**src/rtl/ps2_key_tracker_pkg.sv**
```systemverilog
// Shared constants for the PS/2 WASD key tracker: direction encoding,
// scan-code prefixes, device-response bytes and parser state encoding.
package ps2_key_tracker_pkg;

    // Direction encoding shared with get_direction / movement_FSM.
    localparam logic [2:0] DIR_STILL = 3'b000;
    localparam logic [2:0] DIR_UP    = 3'b001;
    localparam logic [2:0] DIR_LEFT  = 3'b010;
    localparam logic [2:0] DIR_DOWN  = 3'b011;
    localparam logic [2:0] DIR_RIGHT = 3'b100;

    // Set-2 prefix bytes.
    localparam logic [7:0] PREFIX_E0 = 8'hE0;
    localparam logic [7:0] PREFIX_F0 = 8'hF0;

    // Parser states.
    localparam logic [1:0] ST_IDLE     = 2'd0;
    localparam logic [1:0] ST_PRE_E0   = 2'd1;
    localparam logic [1:0] ST_PRE_F0   = 2'd2;
    localparam logic [1:0] ST_PRE_E0F0 = 2'd3;

    // Bytes the keyboard sends as command responses rather than key codes.
    function automatic logic is_device_response(input logic [7:0] code);
        logic resp;
        case (code)
            8'hFA, 8'hAA, 8'hEE, 8'hFE, 8'h00, 8'hFF: resp = 1'b1;
            default:                                  resp = 1'b0;
        endcase
        return resp;
    endfunction

    // Map a one-hot held-key vector (bit0=W .. bit3=D) to a direction.
    function automatic logic [2:0] onehot_to_dir(input logic [3:0] hit);
        logic [2:0] dir;
        case (hit)
            4'b0001: dir = DIR_UP;
            4'b0010: dir = DIR_LEFT;
            4'b0100: dir = DIR_DOWN;
            4'b1000: dir = DIR_RIGHT;
            default: dir = DIR_STILL;
        endcase
        return dir;
    endfunction

endpackage

```
**src/rtl/ps2_key_tracker_prefix_timer.sv**
```systemverilog
// Prefix timeout counter: counts while enabled, restarts on clear, and
// flags the cycle in which the count sits at its terminal value.
module ps2_prefix_timer #(
    parameter int TIMEOUT_CYCLES = 2500000
) (
    input  logic clock,
    input  logic resetn,
    input  logic clear,
    input  logic enable,
    output logic expire
);

    localparam int CW = (TIMEOUT_CYCLES > 2) ? $clog2(TIMEOUT_CYCLES) : 1;
    localparam logic [CW-1:0] LAST_COUNT = CW'(TIMEOUT_CYCLES - 1);

    logic [CW-1:0] count_r;

    // Count up while a prefix is pending; hold at the terminal value.
    always_ff @(posedge clock or negedge resetn) begin
        if (!resetn) begin
            count_r <= {CW{1'b0}};
        end else if (clear || !enable) begin
            count_r <= {CW{1'b0}};
        end else if (count_r != LAST_COUNT) begin
            count_r <= count_r + CW'(1);
        end else begin
            count_r <= count_r;
        end
    end

    assign expire = enable && !clear && (count_r == LAST_COUNT);

endmodule

```
**src/rtl/ps2_key_tracker.sv**
```systemverilog
// PS/2 set-2 parser that tracks held W/A/S/D keys and reports the most
// recently pressed key that is still held as a registered direction.
module ps2_key_tracker
    import ps2_key_tracker_pkg::*;
#(
    parameter logic [7:0] W_CODE         = 8'h1D,
    parameter logic [7:0] A_CODE         = 8'h1C,
    parameter logic [7:0] S_CODE         = 8'h1B,
    parameter logic [7:0] D_CODE         = 8'h23,
    parameter int         TIMEOUT_CYCLES = 2500000
) (
    input  logic       clock,
    input  logic       resetn,
    input  logic [7:0] ps2_data,
    input  logic       ps2_data_en,
    output logic [3:0] key_held,
    output logic [2:0] direction,
    output logic       make_pulse,
    output logic       break_pulse,
    output logic [7:0] key_code,
    output logic       key_ext,
    output logic       timeout_pulse
);

    logic [1:0] state_r;
    logic [3:0] key_held_r;
    logic [2:0] direction_r;
    logic       make_r;
    logic       break_r;
    logic [7:0] key_code_r;
    logic       key_ext_r;
    logic       timeout_r;

    logic [1:0] state_nx_s;
    logic       do_make_s;
    logic       do_break_s;
    logic       ev_ext_s;
    logic       timeout_nx_s;
    logic       timer_clear_s;
    logic       timer_expire_s;
    logic [3:0] wasd_hit_s;
    logic [3:0] held_nx_s;
    logic [2:0] dir_nx_s;
    logic [7:0] code_nx_s;
    logic       ext_nx_s;

    ps2_prefix_timer #(
        .TIMEOUT_CYCLES(TIMEOUT_CYCLES)
    ) u_prefix_timer (
        .clock  (clock),
        .resetn (resetn),
        .clear  (timer_clear_s),
        .enable (state_r != ST_IDLE),
        .expire (timer_expire_s)
    );

    assign wasd_hit_s = {ps2_data == D_CODE, ps2_data == S_CODE,
                         ps2_data == A_CODE, ps2_data == W_CODE};

    // Byte parser: decide next prefix state and which event (if any) fires.
    always_comb begin
        state_nx_s    = state_r;
        do_make_s     = 1'b0;
        do_break_s    = 1'b0;
        ev_ext_s      = 1'b0;
        timeout_nx_s  = 1'b0;
        timer_clear_s = 1'b0;
        if (ps2_data_en) begin
            if (ps2_data == PREFIX_E0) begin
                // E0 always (re)starts an extended sequence.
                state_nx_s    = ST_PRE_E0;
                timer_clear_s = 1'b1;
            end else if (ps2_data == PREFIX_F0) begin
                state_nx_s    = (state_r == ST_PRE_E0) ? ST_PRE_E0F0 : ST_PRE_F0;
                timer_clear_s = 1'b1;
            end else begin
                state_nx_s = ST_IDLE;
                case (state_r)
                    ST_IDLE: begin
                        do_make_s = !is_device_response(ps2_data);
                    end
                    ST_PRE_E0: begin
                        do_make_s = 1'b1;
                        ev_ext_s  = 1'b1;
                    end
                    ST_PRE_F0: begin
                        do_break_s = 1'b1;
                    end
                    ST_PRE_E0F0: begin
                        do_break_s = 1'b1;
                        ev_ext_s   = 1'b1;
                    end
                    default: begin
                        do_make_s = 1'b0;
                    end
                endcase
            end
        end else if (timer_expire_s) begin
            // A byte in the expiry cycle takes precedence over the timeout.
            state_nx_s   = ST_IDLE;
            timeout_nx_s = 1'b1;
        end else begin
            state_nx_s = state_r;
        end
    end

    // Held-key and most-recent update; only non-extended events touch them.
    always_comb begin
        held_nx_s = key_held_r;
        dir_nx_s  = direction_r;
        code_nx_s = key_code_r;
        ext_nx_s  = key_ext_r;
        if (do_make_s) begin
            code_nx_s = ps2_data;
            ext_nx_s  = ev_ext_s;
            // Typematic repeats of an already-held key leave state alone.
            if (!ev_ext_s && ((wasd_hit_s & ~key_held_r) != 4'b0000)) begin
                held_nx_s = key_held_r | wasd_hit_s;
                dir_nx_s  = onehot_to_dir(wasd_hit_s);
            end else begin
                held_nx_s = key_held_r;
            end
        end else if (do_break_s) begin
            code_nx_s = ps2_data;
            ext_nx_s  = ev_ext_s;
            if (!ev_ext_s && ((wasd_hit_s & key_held_r) != 4'b0000)) begin
                held_nx_s = key_held_r & ~wasd_hit_s;
                // Releasing the active key falls back by W > A > S > D.
                if (direction_r == onehot_to_dir(wasd_hit_s)) begin
                    if (held_nx_s[0]) begin
                        dir_nx_s = DIR_UP;
                    end else if (held_nx_s[1]) begin
                        dir_nx_s = DIR_LEFT;
                    end else if (held_nx_s[2]) begin
                        dir_nx_s = DIR_DOWN;
                    end else if (held_nx_s[3]) begin
                        dir_nx_s = DIR_RIGHT;
                    end else begin
                        dir_nx_s = DIR_STILL;
                    end
                end else begin
                    dir_nx_s = direction_r;
                end
            end else begin
                held_nx_s = key_held_r;
            end
        end else begin
            held_nx_s = key_held_r;
        end
    end

    // State and output registers.
    always_ff @(posedge clock or negedge resetn) begin
        if (!resetn) begin
            state_r     <= ST_IDLE;
            key_held_r  <= 4'b0000;
            direction_r <= DIR_STILL;
            make_r      <= 1'b0;
            break_r     <= 1'b0;
            key_code_r  <= 8'h00;
            key_ext_r   <= 1'b0;
            timeout_r   <= 1'b0;
        end else begin
            state_r     <= state_nx_s;
            key_held_r  <= held_nx_s;
            direction_r <= dir_nx_s;
            make_r      <= do_make_s;
            break_r     <= do_break_s;
            key_code_r  <= code_nx_s;
            key_ext_r   <= ext_nx_s;
            timeout_r   <= timeout_nx_s;
        end
    end

    assign key_held      = key_held_r;
    assign direction     = direction_r;
    assign make_pulse    = make_r;
    assign break_pulse   = break_r;
    assign key_code      = key_code_r;
    assign key_ext       = key_ext_r;
    assign timeout_pulse = timeout_r;

endmodule

```
**config.mk**
```make
export PLATFORM = sky130hd
export DESIGN_NAME = ps2_key_tracker
export DESIGN_NICKNAME = d
export VERILOG_FILES = /design/src/rtl/ps2_key_tracker_pkg.sv /design/src/rtl/ps2_key_tracker_prefix_timer.sv /design/src/rtl/ps2_key_tracker.sv
export SDC_FILE = /design/constraint.sdc
export NUM_CORES = 1
export LEC_CHECK = 0
export ABC_AREA = 1
export BUFFER_PORTS_ARGS = -buffer_cell sky130_fd_sc_hd__clkbuf_2
export CAP_MARGIN = 5
export CORE_ASPECT_RATIO = 1.4
export CORE_MARGIN = 10
export CORE_UTILIZATION = 55
export CTS_BUF_LIST = sky130_fd_sc_hd__clkbuf_4 sky130_fd_sc_hd__clkbuf_8
export DETAILED_ROUTE_END_ITERATION = 8
export GPL_TIMING_DRIVEN = 1
export PLACE_DENSITY = 0.79
export SYNTH_ARGS = -nofsm -noshare
export SYNTH_HDL_FRONTEND = slang
export SYNTH_SLANG_ARGS = --single-unit
```
**constraint.sdc**
```tcl
create_clock -name clock -period 1.55 [get_ports clock]
set_input_delay 0.2325 -clock clock [delete_from_list [all_inputs] [get_ports clock]]
set_output_delay 0.2325 -clock clock [all_outputs]
set_load 0.1 [all_outputs]
```
Word-level counts from Yosys, hierarchy flattened. Cells that the tools add are included.

Add/sub/neg operators: 1. Equal/unequal tests: 22. Multiplexer cells: 50. Bitwise logic cells: 6. Reductions and logical operators: 24.

Operators by type and width (number): == test 8 bit (second input constant) (7); 2-to-1 mux 22 bit (2); 2-to-1 mux 3 bit (12); == test 8 x 5 -> 1 bit (second input constant) (3); 2-to-1 mux 1 bit (24); adder 22 x 1 -> 22 bit (second input constant) (1); == test 22 bit (second input constant) (1); != test 22 bit (second input constant) (1); 2-to-1 mux 4 bit (4); 2-to-1 mux 8 bit (2); bitwise AND 4 bit (3); one-hot mux 3 bit (4 select lines) (1); nonzero test 2 bit (6); == test 8 x 6 -> 1 bit (second input constant) (1); logical NOT 8 bit (1); 2-to-1 mux 2 bit (4); NOT 4 bit (2); nonzero test 4 bit (2); OR reduction 6 bit (1); == test 2 bit (second input constant) (2); == test 4 x 1 -> 1 bit (second input constant) (1); == test 4 x 2 -> 1 bit (second input constant) (1); == test 4 x 3 -> 1 bit (second input constant) (1); == test 4 bit (second input constant) (1); 12 further kinds (19).

Register bits: 43. Input port bits: 11.

Longest topological paths before layout. Gate-level depths: netlist of the first run.

Word-level depth: 18. Mapped depth: 14.

Modules after synthesis. Synthesis of the first run repeated with hierarchy kept, for this count alone.

Cell total of the unflattened synthesis: 407. Area total of the unflattened synthesis: 2775.2 um^2.

Modules (own cells, without submodules): ps2_prefix_timer (instances 1, cells an instance 208, area an instance 1395.1 um^2, seq. area each 550.5 um^2); ps2_key_tracker (instances 1, cells an instance 199, area an instance 1380.1 um^2, seq. area each 525.5 um^2).

Least setup slack after synthesis of the first run. Ideal clock, no wire load.

Path type: reg-to-reg. From: reg (tool-made name). To: reg direction_r[2] (netlist: direction[2]). Library setup time: 0.122 ns. Arrival: 1.799 ns. Data required time: 1.428 ns. Setup slack: -0.371 ns. Cell stages (with the launch flop): 10. Path buffers: 0. Period minus slack after synthesis: 1.921 ns. Path through: dfrtp_1 > inv_1 > nand3_1 > nand2_1 > o21ai_0 > nand3_2 > nand2_1 > inv_2 > nand3_1 > nand2_1.

RTL lines: end signal, assigned (line ps2_key_tracker.sv:166) `direction_r <= dir_nx_s;`; end, declared (line ps2_key_tracker.sv:27) `logic [2:0] direction_r;`.

Worst setup path after layout of the first run.
From: reg u_prefix_timer.count_r[11]. To: reg u_prefix_timer.count_r[21].

Cells in the longest elaborated chain, start to end: 3. Elaborated cells on any way between the ends: 5. Those cells by class: add/sub (1); eq/ne (1); mux (2); reduce/logical (1).

Ends and longest elaborated chain: start, declared (line ps2_key_tracker_prefix_timer.sv:16) `logic [CW-1:0] count_r;`; start signal, assigned (line ps2_key_tracker_prefix_timer.sv:21) `count_r <= {CW{1'b0}};`; start signal, assigned (line ps2_key_tracker_prefix_timer.sv:23) `count_r <= {CW{1'b0}};`; start signal, assigned (line ps2_key_tracker_prefix_timer.sv:25) `count_r <= count_r + CW'(1);`; adder 22 x 1 -> 22 bit (line ps2_key_tracker_prefix_timer.sv:25); 2-to-1 mux 22 bit (line ps2_key_tracker_prefix_timer.sv:24) `end else if (count_r != LAST_COUNT) begin`; 2-to-1 mux 22 bit (line ps2_key_tracker_prefix_timer.sv:22) `end else if (clear || !enable) begin`.

Parallel ways exist; a longest one is shown, timed or not. The select of a mux whose other input is x is not followed. A chain may end at the register's enable or synchronous reset.

==> impl_metrics.yaml, run 1 <==
status:
  status: "finished with violations"
  violations: "negative setup slack"
placement:
  gp_congestion: 0.916
  pre_cts_ws_ns: -0.166
  dp.cells: 497
  hpwlAfterDp_um: 5220
  port-buffer-count: 29
route:
  drc: 0
  drt_wl_total_um: 7250
  wl_per_cell_um: 14.2
  ant_nets: 0
  drt_iter0_drc: 160
  via_count: 2743
  vias_per_cell: 5.38
  dr.pass1.iters: 4
clock_tree:
  cts_tree: "built"
  cts_buffers: 5
  clock_latency_ns: 0.30
  ctsHtreeMaxLevel: 2
  clk_pin_slew_worst_paths_ns: 0.08
  cts_buffer_depth: 2
  cts.sinks: 43
  cts.root.buffer_cell: "clkbuf_8"
logic_synthesis:
  synthesis.nets: 371
  postSynthCellCount: 359
  ys.flop_type: "dfrtp_1"
  synth_top_cell_area_share_pct: 40.9
  syn-cell-area_um2: 2630
  synth.distinct_cells: 33
  synth-edff-count: 0
  yosys-top-cells-area: "dfrtp_1 (41%), nand2_1 (13%), inv_1 (6.3%)"
  avgSynthCellArea_um2: 7.33
  yosysTopAreaCell: "dfrtp_1"
  synth-seq-area-share_pct: 40.9
  async_flop_share_pct: 100
  ys_warn_count: 0
  ys_seq_elements: 43
critical_path:
  crit_start: "u_prefix_timer.count_r[11]$_DFFE_PN0P_"
  reg2reg_depth: 7
  cp-end-kind: "flop"
  reg2reg_to: "u_prefix_timer.count_r[21]$_DFFE_PN0P_"
  cpMaxStageDelayCell: "dfrtp_1"
  cpPeakStageDelay_ns: 0.42
  arrival_ns: 1.82
  worstPathMaxFanout: 5
  critPathKind: "flop to flop"
  path_cells: "nand2_1 -> nor2_1 -> inv_1 -> nor3_4 -> nand2_1 -> o21ai_2 -> nor2_1"
  cp-start-kind: "flop"
  timing.rr.start: "u_prefix_timer.count_r[11]$_DFFE_PN0P_"
  crit_end: "u_prefix_timer.count_r[21]$_DFFE_PN0P_"
  cp.required_ns: 1.74
  reg2reg_slack_ns: -0.08
global_routing:
  grt_pass1_vias: 2664
  global_route.overflow_total: 0
  grt_usage_pct: 17.7
  grt_start_max_net_pins: 44
  grt_antenna_before_repair: 0
  grt_pass1_wl_um: 11600
floorplan:
  dieArea_um2: 7990
  start_util_pct: 57.6
  io_pins: 30
  die_w_um: 78.5
  rows: 29
  coreArea_um2: 4570
  die_h_um: 102
cells_and_area:
  syn2layout_area_growth_pct: 32.5
  finalNonFillerCells: 510
  layout.nets: 460
  antennaDiodeCount: 0
  drive_gt1_share_pct: 33.0
sta:
  hold_viol: 0
  skew_ns: 0.00859
  worst-slew-pin-transition_ns: 0.551
  finalMaxSlewViolations: 0
  rsz0062_at_grt: "true"
  holdWs_ns: 0.176
  min_period_ns: 1.63
  slew_headroom_pct: 63.4
  tns_ns: -0.0816
  max_freq_ghz: 0.613
  worst_slack_ns: -0.0816
  setup_viol: 1
  finalCritPeriodShare_pct: 105
power:
  power.static_leakage_nw: 1.74
  p_per_area_nw_per_um2: 682
  vdd_drop_max_uv: 612
hold_path:
  worst_hold_path_type: "input port to flop"
job:
  maxCapViolCount: 0
[registers in the layout, summed over array words and instances (netlist names), named ones only]
register                flops
state_r                     2
make_pulse                  1
direction                   3
break_pulse                 1
key_ext                     1
key_code                    8
u_prefix_timer.count_r     22
timeout_pulse               1
[power breakdown]
group / switching, mW / leakage, nW / internal (mW) / total, mW
registers: 0.0202 / 0.559 / 1.15 / 1.17
clock network: 0.382 / 0.0452 / 0.346 / 0.727
logic: 0.369 / 1.14 / 0.109 / 0.478
total: 0.771 / 1.74 / 1.61 / 2.38
[metal layers]
metal  share of wire (%)  up-vias  GRT usage [%]
met5                   0        -              0
met4                 2.7        0           6.92
met3                 3.2       17           3.16
met2                  57       64           35.3
met1                  37     1310           17.5
li1                    -     1352              -
[kinds of logic after synthesis]
group	count (synthesis)	share of synthesized area, %
XOR/XNOR	3	0.999
AO/OA/AOI/OAI	41	8.75
adder cells (fa/ha/maj)	1	0.475
AND/OR/NAND/NOR	218	40.6
buffers and inverters	53	8.32
flip-flops	43	40.9
[cells in the final DEF (no fill, tap or decap), types with 6 or more instances in the layout]
cell / count
a21oi_1: 20
buf_4: 54
clkbuf_2: 28
dfrtp_1: 34
inv_1: 42
inv_2: 6
nand2_1: 86
nand3_1: 29
nand4_1: 12
nor2_1: 40
nor2_4: 7
nor3_1: 12
o21ai_0: 10
[timing repair]
action,in CTS,in global routing
pin swaps,4,12
endpoints found under the setup margin,11,23
hold endpoints to repair,43,0
hold buffers,1,0
gates cloned,0,2
gates resized for setup,9,20
buffers inserted,0,3
[through the flow]
step	utilization (%)	power (mW)	area, um2
after detailed placement	70.8	1.66	3240
final	76.3	2.38	3490
after global placement	70.8	1.66	3240
after floorplan	-	1.52	2650
after global routing	76.3	2.46	3490
after CTS	73.6	2.38	3370
[critical path: cells and delay by family (launching register included)]
family	cells	cell delay (ns)
compound gates	1	0.14
buf+inv	1	0.13
flops	1	0.42
simple gates	5	0.84
[area by class of cell]
class	instances	area [um2]
Clock buffer	7	83.8
Fill cell	350	1080
Inverter	49	186
Multi-Input combinational cell	265	1470
Sequential cell	43	1100
Tap cell	62	77.6
Timing Repair Buffer	84	576
[synth_stat cells, types with 5 or more instances]
cell type  instances
a21oi_1           20
dfrtp_1           43
inv_1             44
nand2_1           89
nand3_1           32
nand4_1           12
nor2_1            44
nor2_4             5
nor3_1            13
o21ai_0           11
[worst min path at each step]
stage                      from  cells after the start  slack [ns]                                endpoint
global placement         resetn                      2        0.23  u_prefix_timer.count_r[21]$_DFFE_PN0P_
finish              ps2_data_en                      2        0.18                 timeout_pulse$_DFF_PN0_
global route        ps2_data_en                      2        0.18                 timeout_pulse$_DFF_PN0_
detailed placement       resetn                      2        0.23  u_prefix_timer.count_r[18]$_DFFE_PN0P_
floorplan                resetn                      0       -0.06                   break_pulse$_DFF_PN0_
CTS                 ps2_data_en                      2        0.16                 timeout_pulse$_DFF_PN0_
Note: power is estimated with default switching activity, not from simulation.
==> inputs of run 2 (changes only) <==
- CORE_UTILIZATION: 55 -> 65
- PLACE_DENSITY: 0.79 -> 0.87
- clock period: 1.55 -> 2.1 ns (I/O delays scaled with it)
==> run 2 against run 1 <==
  * The flow now finishes without violations
  * Hold slack lost 0.091 ns
  * Die area shrank 12%
  * Sequential share of layout area increased by 5.3 points
  * Clock power decreased by 5.6%
  * Critical path type unchanged
  * Power down 22%
  * Critical endpoint is now u_prefix_timer.count_r[20]$_DFFE_PN0P_
  * Combinational power decreased by 34%
  * Final cell count shrank 14%
  * Critical path depth up 1
  * Fmax fell by 7.5%
  * Clock skew increased by 0.0072 ns
==> impl_metrics.yaml, run 2 (synthesis results as in run 1) <==
power:
  p_per_area_nw_per_um2: 636
  power.static_leakage_nw: 1.45
  vdd_drop_max_uv: 826
  total_power_mw: 1.86
clock_tree:
  cts_buffer_depth: 2
  cts_resized: 0
  clock_latency_ns: 0.31
  clk_pin_slew_worst_paths_ns: 0.09
  cts.root.buffer_cell: "clkbuf_8"
  post_cts_buffers: 0
  cts_tree: "built"
  cts_buffers: 5
  ctsHtreeMaxLevel: 2
  cts_hold_buf: 0
  cts.sinks: 43
critical_path:
  reg2reg_slack_ns: 0.34
  cp-end-kind: "flop"
  critPathKind: "flop to flop"
  timing.rr.start: "u_prefix_timer.count_r[0]$_DFFE_PN0P_"
  reg2reg_depth: 8
  arrival_ns: 2.00
  crit_end: "u_prefix_timer.count_r[20]$_DFFE_PN0P_"
  crit_start: "u_prefix_timer.count_r[0]$_DFFE_PN0P_"
  worstPathMaxFanout: 5
  cp.required_ns: 2.33
  reg2reg_to: "u_prefix_timer.count_r[20]$_DFFE_PN0P_"
  cp-start-kind: "flop"
global_routing:
  grt_start_max_net_pins: 44
  grt_pass1_wl_um: 10900
  grt_pass1_vias: 2506
  global_route.overflow_total: 0
  grt_usage_pct: 19.3
  grt_antenna_before_repair: 0
sta:
  min_period_ns: 1.76
  skew_ns: 0.0158
  tns_ns: 0
  finalMaxSlewViolations: 0
  max_freq_ghz: 0.567
  hold_viol: 0
  worst-slew-pin-transition_ns: 0.556
  slew_headroom_pct: 62.9
  finalCritPeriodShare_pct: 84.0
  rsz0062_at_grt: "false"
  holdWs_ns: 0.0848
  setup_viol: 0
route:
  wl_per_cell_um: 14.5
  drt_wl_total_um: 6320
  vias_per_cell: 5.60
  ant_nets: 0
  via_count: 2447
  drc: 0
  dr.pass1.iters: 4
  drt_iter0_drc: 224
cells_and_area:
  final_cell_mix: "nand2_1 (89), inv_1 (44), nor2_1 (44)"
  fin_area_um2: 2930
  mostFrequentLayoutCell: "nand2_1"
  regMostFlops: "u_prefix_timer.count_r"
  nFillCells: 311
  drive_gt1_share_pct: 17.3
  syn2layout_area_growth_pct: 11.4
  layout.nets: 405
  largest_reg_flops: 22
  antennaDiodeCount: 0
  final_util_pct: 74.8
placement:
  hpwlAfterDp_um: 4820
  port-buffer-count: 29
  place_area_um2: 2810
  gp_congestion: 0.940
floorplan:
  io_pins: 30
  coreArea_um2: 3920
  start_util_pct: 67.1
  die_h_um: 95.3
  rows: 27
  dieArea_um2: 7030
  die_w_um: 73.8
hold_path:
  worst_hold_path_type: "input port to async pin"
status:
  status: "complete, no violations"
job:
  maxCapViolCount: 0
==> run 2: worst max-delay path: stages, from the launching register on <==
cell,delay (ns)
dfrtp_1,0.38
ha_1,0.21
nand2_1,0.14
nor3_4,0.25
and2_1,0.20
nand3_1,0.13
nor2_1,0.17
nand4_1,0.10
a21oi_1,0.13
==> run 2: layout make-up <==
| class | count | area (um2) | area share (%) |
|---|---|---|---|
| Clock buffer | 6 | 82.6 | 2.82 |
| Clock inverter | 2 | 35.0 | 1.20 |
| Inverter | 49 | 186 | 6.36 |
| Multi-Input combinational cell | 263 | 1340 | 45.6 |
| Sequential cell | 43 | 1080 | 36.7 |
| Tap cell | 43 | 53.8 | 1.84 |
| Timing Repair Buffer | 31 | 160 | 5.47 |
==> run 2: worst min path at each step <==
stage	to	slack, ns
finish	u_prefix_timer.count_r[19]$_DFFE_PN0P_	0.08
global route	u_prefix_timer.count_r[19]$_DFFE_PN0P_	0.12
global placement	u_prefix_timer.count_r[21]$_DFFE_PN0P_	0.41
floorplan	async pin	0.02
detailed placement	u_prefix_timer.count_r[17]$_DFFE_PN0P_	0.43
CTS	timeout_pulse$_DFF_PN0_	0.1
==> run 2: stage by stage <==
stage / setup WS, ns / instances
2_1_floorplan: 0.179 / 359
4_1_cts: 0.351 / 437
6_report: 0.336 / 437
3_3_place_gp: 0.308 / 429
5_1_grt: 0.121 / 437
3_5_place_dp: 0.248 / 429
==> run 2: power breakdown <==
group / leakage (nW) / switching, mW / internal, mW
Sequential: 0.575 / 0.0150 / 0.849
Clock: 0.0612 / 0.301 / 0.385
Combinational: 0.810 / 0.262 / 0.0519
==> run 2: per-layer routing <==
layer  share of wire [%]  GRT usage (%)  vias up
li1                    -              -     1236
met1                  37           19.6     1135
met2                  57           37.5       64
met3                 3.4           2.81       12
met5                   0              0        -
met4                 2.1           7.79        0
==> inputs of run 3 (changes only) <==
- CORE_UTILIZATION: 65 -> 61
- PLACE_DENSITY: 0.87 -> 0.83
- clock period: 2.1 -> 1.8 ns (I/O delays scaled with it)
==> run 3 against run 2 <==
  * Final area is 2.6% higher
  * Clock skew is 0.0085 ns lower
  * Highest routed layer unchanged
  * Critical path type unchanged
  * Via count is 0.78% higher
  * Routed wire length is 4.4% lower
  * Core utilization is 3.2 points lower
  * First-iteration DRC count is 42% lower
  * Combinational power is 18% higher
  * Critical endpoint is now u_prefix_timer.count_r[21]$_DFFE_PN0P_
==> impl_metrics.yaml, run 3 (synthesis results as in run 1) <==
status:
  status: "complete, no violations"
clock_tree:
  clock_latency_ns: 0.30
  cts_buffers: 5
  cts_tree: "built"
  cts_buffer_depth: 2
  clk_pin_slew_worst_paths_ns: 0.08
  ctsHtreeMaxLevel: 2
  post_cts_buffers: 0
  cts.sinks: 43
  cts.root.buffer_cell: "clkbuf_8"
route:
  drc: 0
  drt_wl_total_um: 6040
  dr.pass1.iters: 5
  top_layer: "met4"
  met2_length_um: 3340
  ant_nets: 0
  via_count: 2466
  vias_per_cell: 5.54
  drt_iter0_drc: 130
  wl_met1_um: 2350
  wl_per_cell_um: 13.6
  wl_met3_um: 240
placement:
  port-buffer-count: 29
  hpwlAfterDp_um: 4750
  gp_congestion: 0.936
sta:
  min_period_ns: 1.66
  finalMaxSlewViolations: 0
  tns_ns: 0
  setup_viol: 0
  skew_ns: 0.00723
  max_freq_ghz: 0.603
  hold_viol: 0
  worst-slew-pin-transition_ns: 0.555
  slew_headroom_pct: 63.1
  holdWs_ns: 0.197
  finalCritPeriodShare_pct: 92.1
  rsz0062_at_grt: "false"
power:
  p_per_area_nw_per_um2: 717
  total_power_mw: 2.16
  vdd_drop_max_uv: 819
  power.static_leakage_nw: 1.47
floorplan:
  rows: 28
  start_util_pct: 62.6
  coreArea_um2: 4200
  dieArea_um2: 7380
  die_w_um: 75.5
  die_h_um: 97.7
  io_pins: 30
global_routing:
  grt_pass1_vias: 2399
  grt_pass1_wl_um: 10400
  grt_start_max_net_pins: 26
  grt_usage_pct: 17.5
  global_route.overflow_total: 0
  grt_antenna_before_repair: 0
cells_and_area:
  final_util_pct: 71.5
  mostFrequentLayoutCell: "nand2_1"
  syn2layout_area_growth_pct: 14.3
  antennaDiodeCount: 0
  final_cell_mix: "nand2_1 (89), inv_1 (44), nor2_1 (43)"
  drive_gt1_share_pct: 20.0
  layout.nets: 411
  regMostFlops: "u_prefix_timer.count_r"
  largest_reg_flops: 22
critical_path:
  cpPeakStageDelay_ns: 0.39
  arrival_ns: 1.85
  cp-end-kind: "flop"
  critPathBufInv: 1
  critical-path-top-delay-family: "simple AND/OR/NAND/NOR gates"
  timing.rr.start: "u_prefix_timer.count_r[2]$_DFFE_PN0P_"
  cp.required_ns: 2.00
  path_cells: "nand3_1 -> nor2_4 -> nand4_2 -> nor2_4 -> inv_2 -> nor3_4 -> nand2_1 -> o21ai_1 -> nor2_1"
  cp-start-kind: "flop"
  worstPathMaxFanout: 4
  reg2reg_depth: 9
  reg2reg_to: "u_prefix_timer.count_r[21]$_DFFE_PN0P_"
  cpMaxStageDelayCell: "dfrtp_1"
  reg2reg_slack_ns: 0.14
  critPathKind: "flop to flop"
  path_common_cell: "nor2_4"
hold_path:
  holdPathStages: 2
  hp-start: "ps2_data_en"
  worstHoldEndpoint: "timeout_pulse$_DFF_PN0_"
  worst_hold_path_type: "input port to flop"
job:
  maxCapViolCount: 0
-- run 3: per-stage QoR --
step / worst slack, ns / area (um2) / instances
floorplan: 0.166 / 2640 / 359
global placement: 0.0536 / 2870 / 436
detailed placement: 0.0200 / 2870 / 436
CTS: 0.0996 / 3000 / 445
global route: 0.0116 / 3010 / 445
finish: 0.143 / 3010 / 445
-- run 3: how the worst max path moves through the flow --
stage / cells past startpoint / start / to / slack (ns)
floorplan: 9 / direction[1]$_DFFE_PN0P_ / direction[2]$_DFFE_PN0P_ / 0.17
global placement: 11 / ps2_data[7] / direction[1]$_DFFE_PN0P_ / 0.05
detailed placement: 11 / ps2_data[7] / direction[1]$_DFFE_PN0P_ / 0.02
CTS: 8 / u_prefix_timer.count_r[0]$_DFFE_PN0P_ / u_prefix_timer.count_r[0]$_DFFE_PN0P_ / 0.1
global route: 8 / u_prefix_timer.count_r[1]$_DFFE_PN0P_ / u_prefix_timer.count_r[20]$_DFFE_PN0P_ / 0.01
finish: 9 / u_prefix_timer.count_r[2]$_DFFE_PN0P_ / u_prefix_timer.count_r[21]$_DFFE_PN0P_ / 0.14
-- run 3: worst reg2reg max path: stages (launching register included) --
cell     delay [ns]
dfrtp_1        0.39
nand3_1        0.16
nor2_4         0.15
nand4_2        0.15
nor2_4         0.17
inv_2          0.09
nor3_4         0.17
nand2_1        0.08
o21ai_1        0.14
nor2_1         0.05
-- run 3: layer usage --
metal | vias up | track usage [%]
met5 | - | 0
met4 | 0 | 6.17
met3 | 9 | 3.58
met2 | 49 | 32.6
met1 | 1161 | 18.0
li1 | 1247 | -
-- run 3: cell type report --
class / count / area, um2
multi-input combinational: 263 / 1350
fill: 360 / 1200
sequential: 43 / 1080
timing repair buffer: 37 / 220
inverter: 49 / 186
clock buffer: 6 / 82.6
tap: 45 / 56.3
clock inverter: 2 / 35.0
-- run 3: where the power goes --
part	internal [mW]	switching (mW)	leakage, nW
Clock	0.449	0.329	0.0612
Sequential	0.991	0.0171	0.567
Combinational	0.0649	0.307	0.846
Total	1.50	0.652	1.47
-- run 3: timing repair --
item / in CTS / in global routing
endpoints found under the hold margin: 18 / 0
endpoints found under the setup margin: 0 / 3
hold buffers: 1 / 0
gates resized for setup: 0 / 3
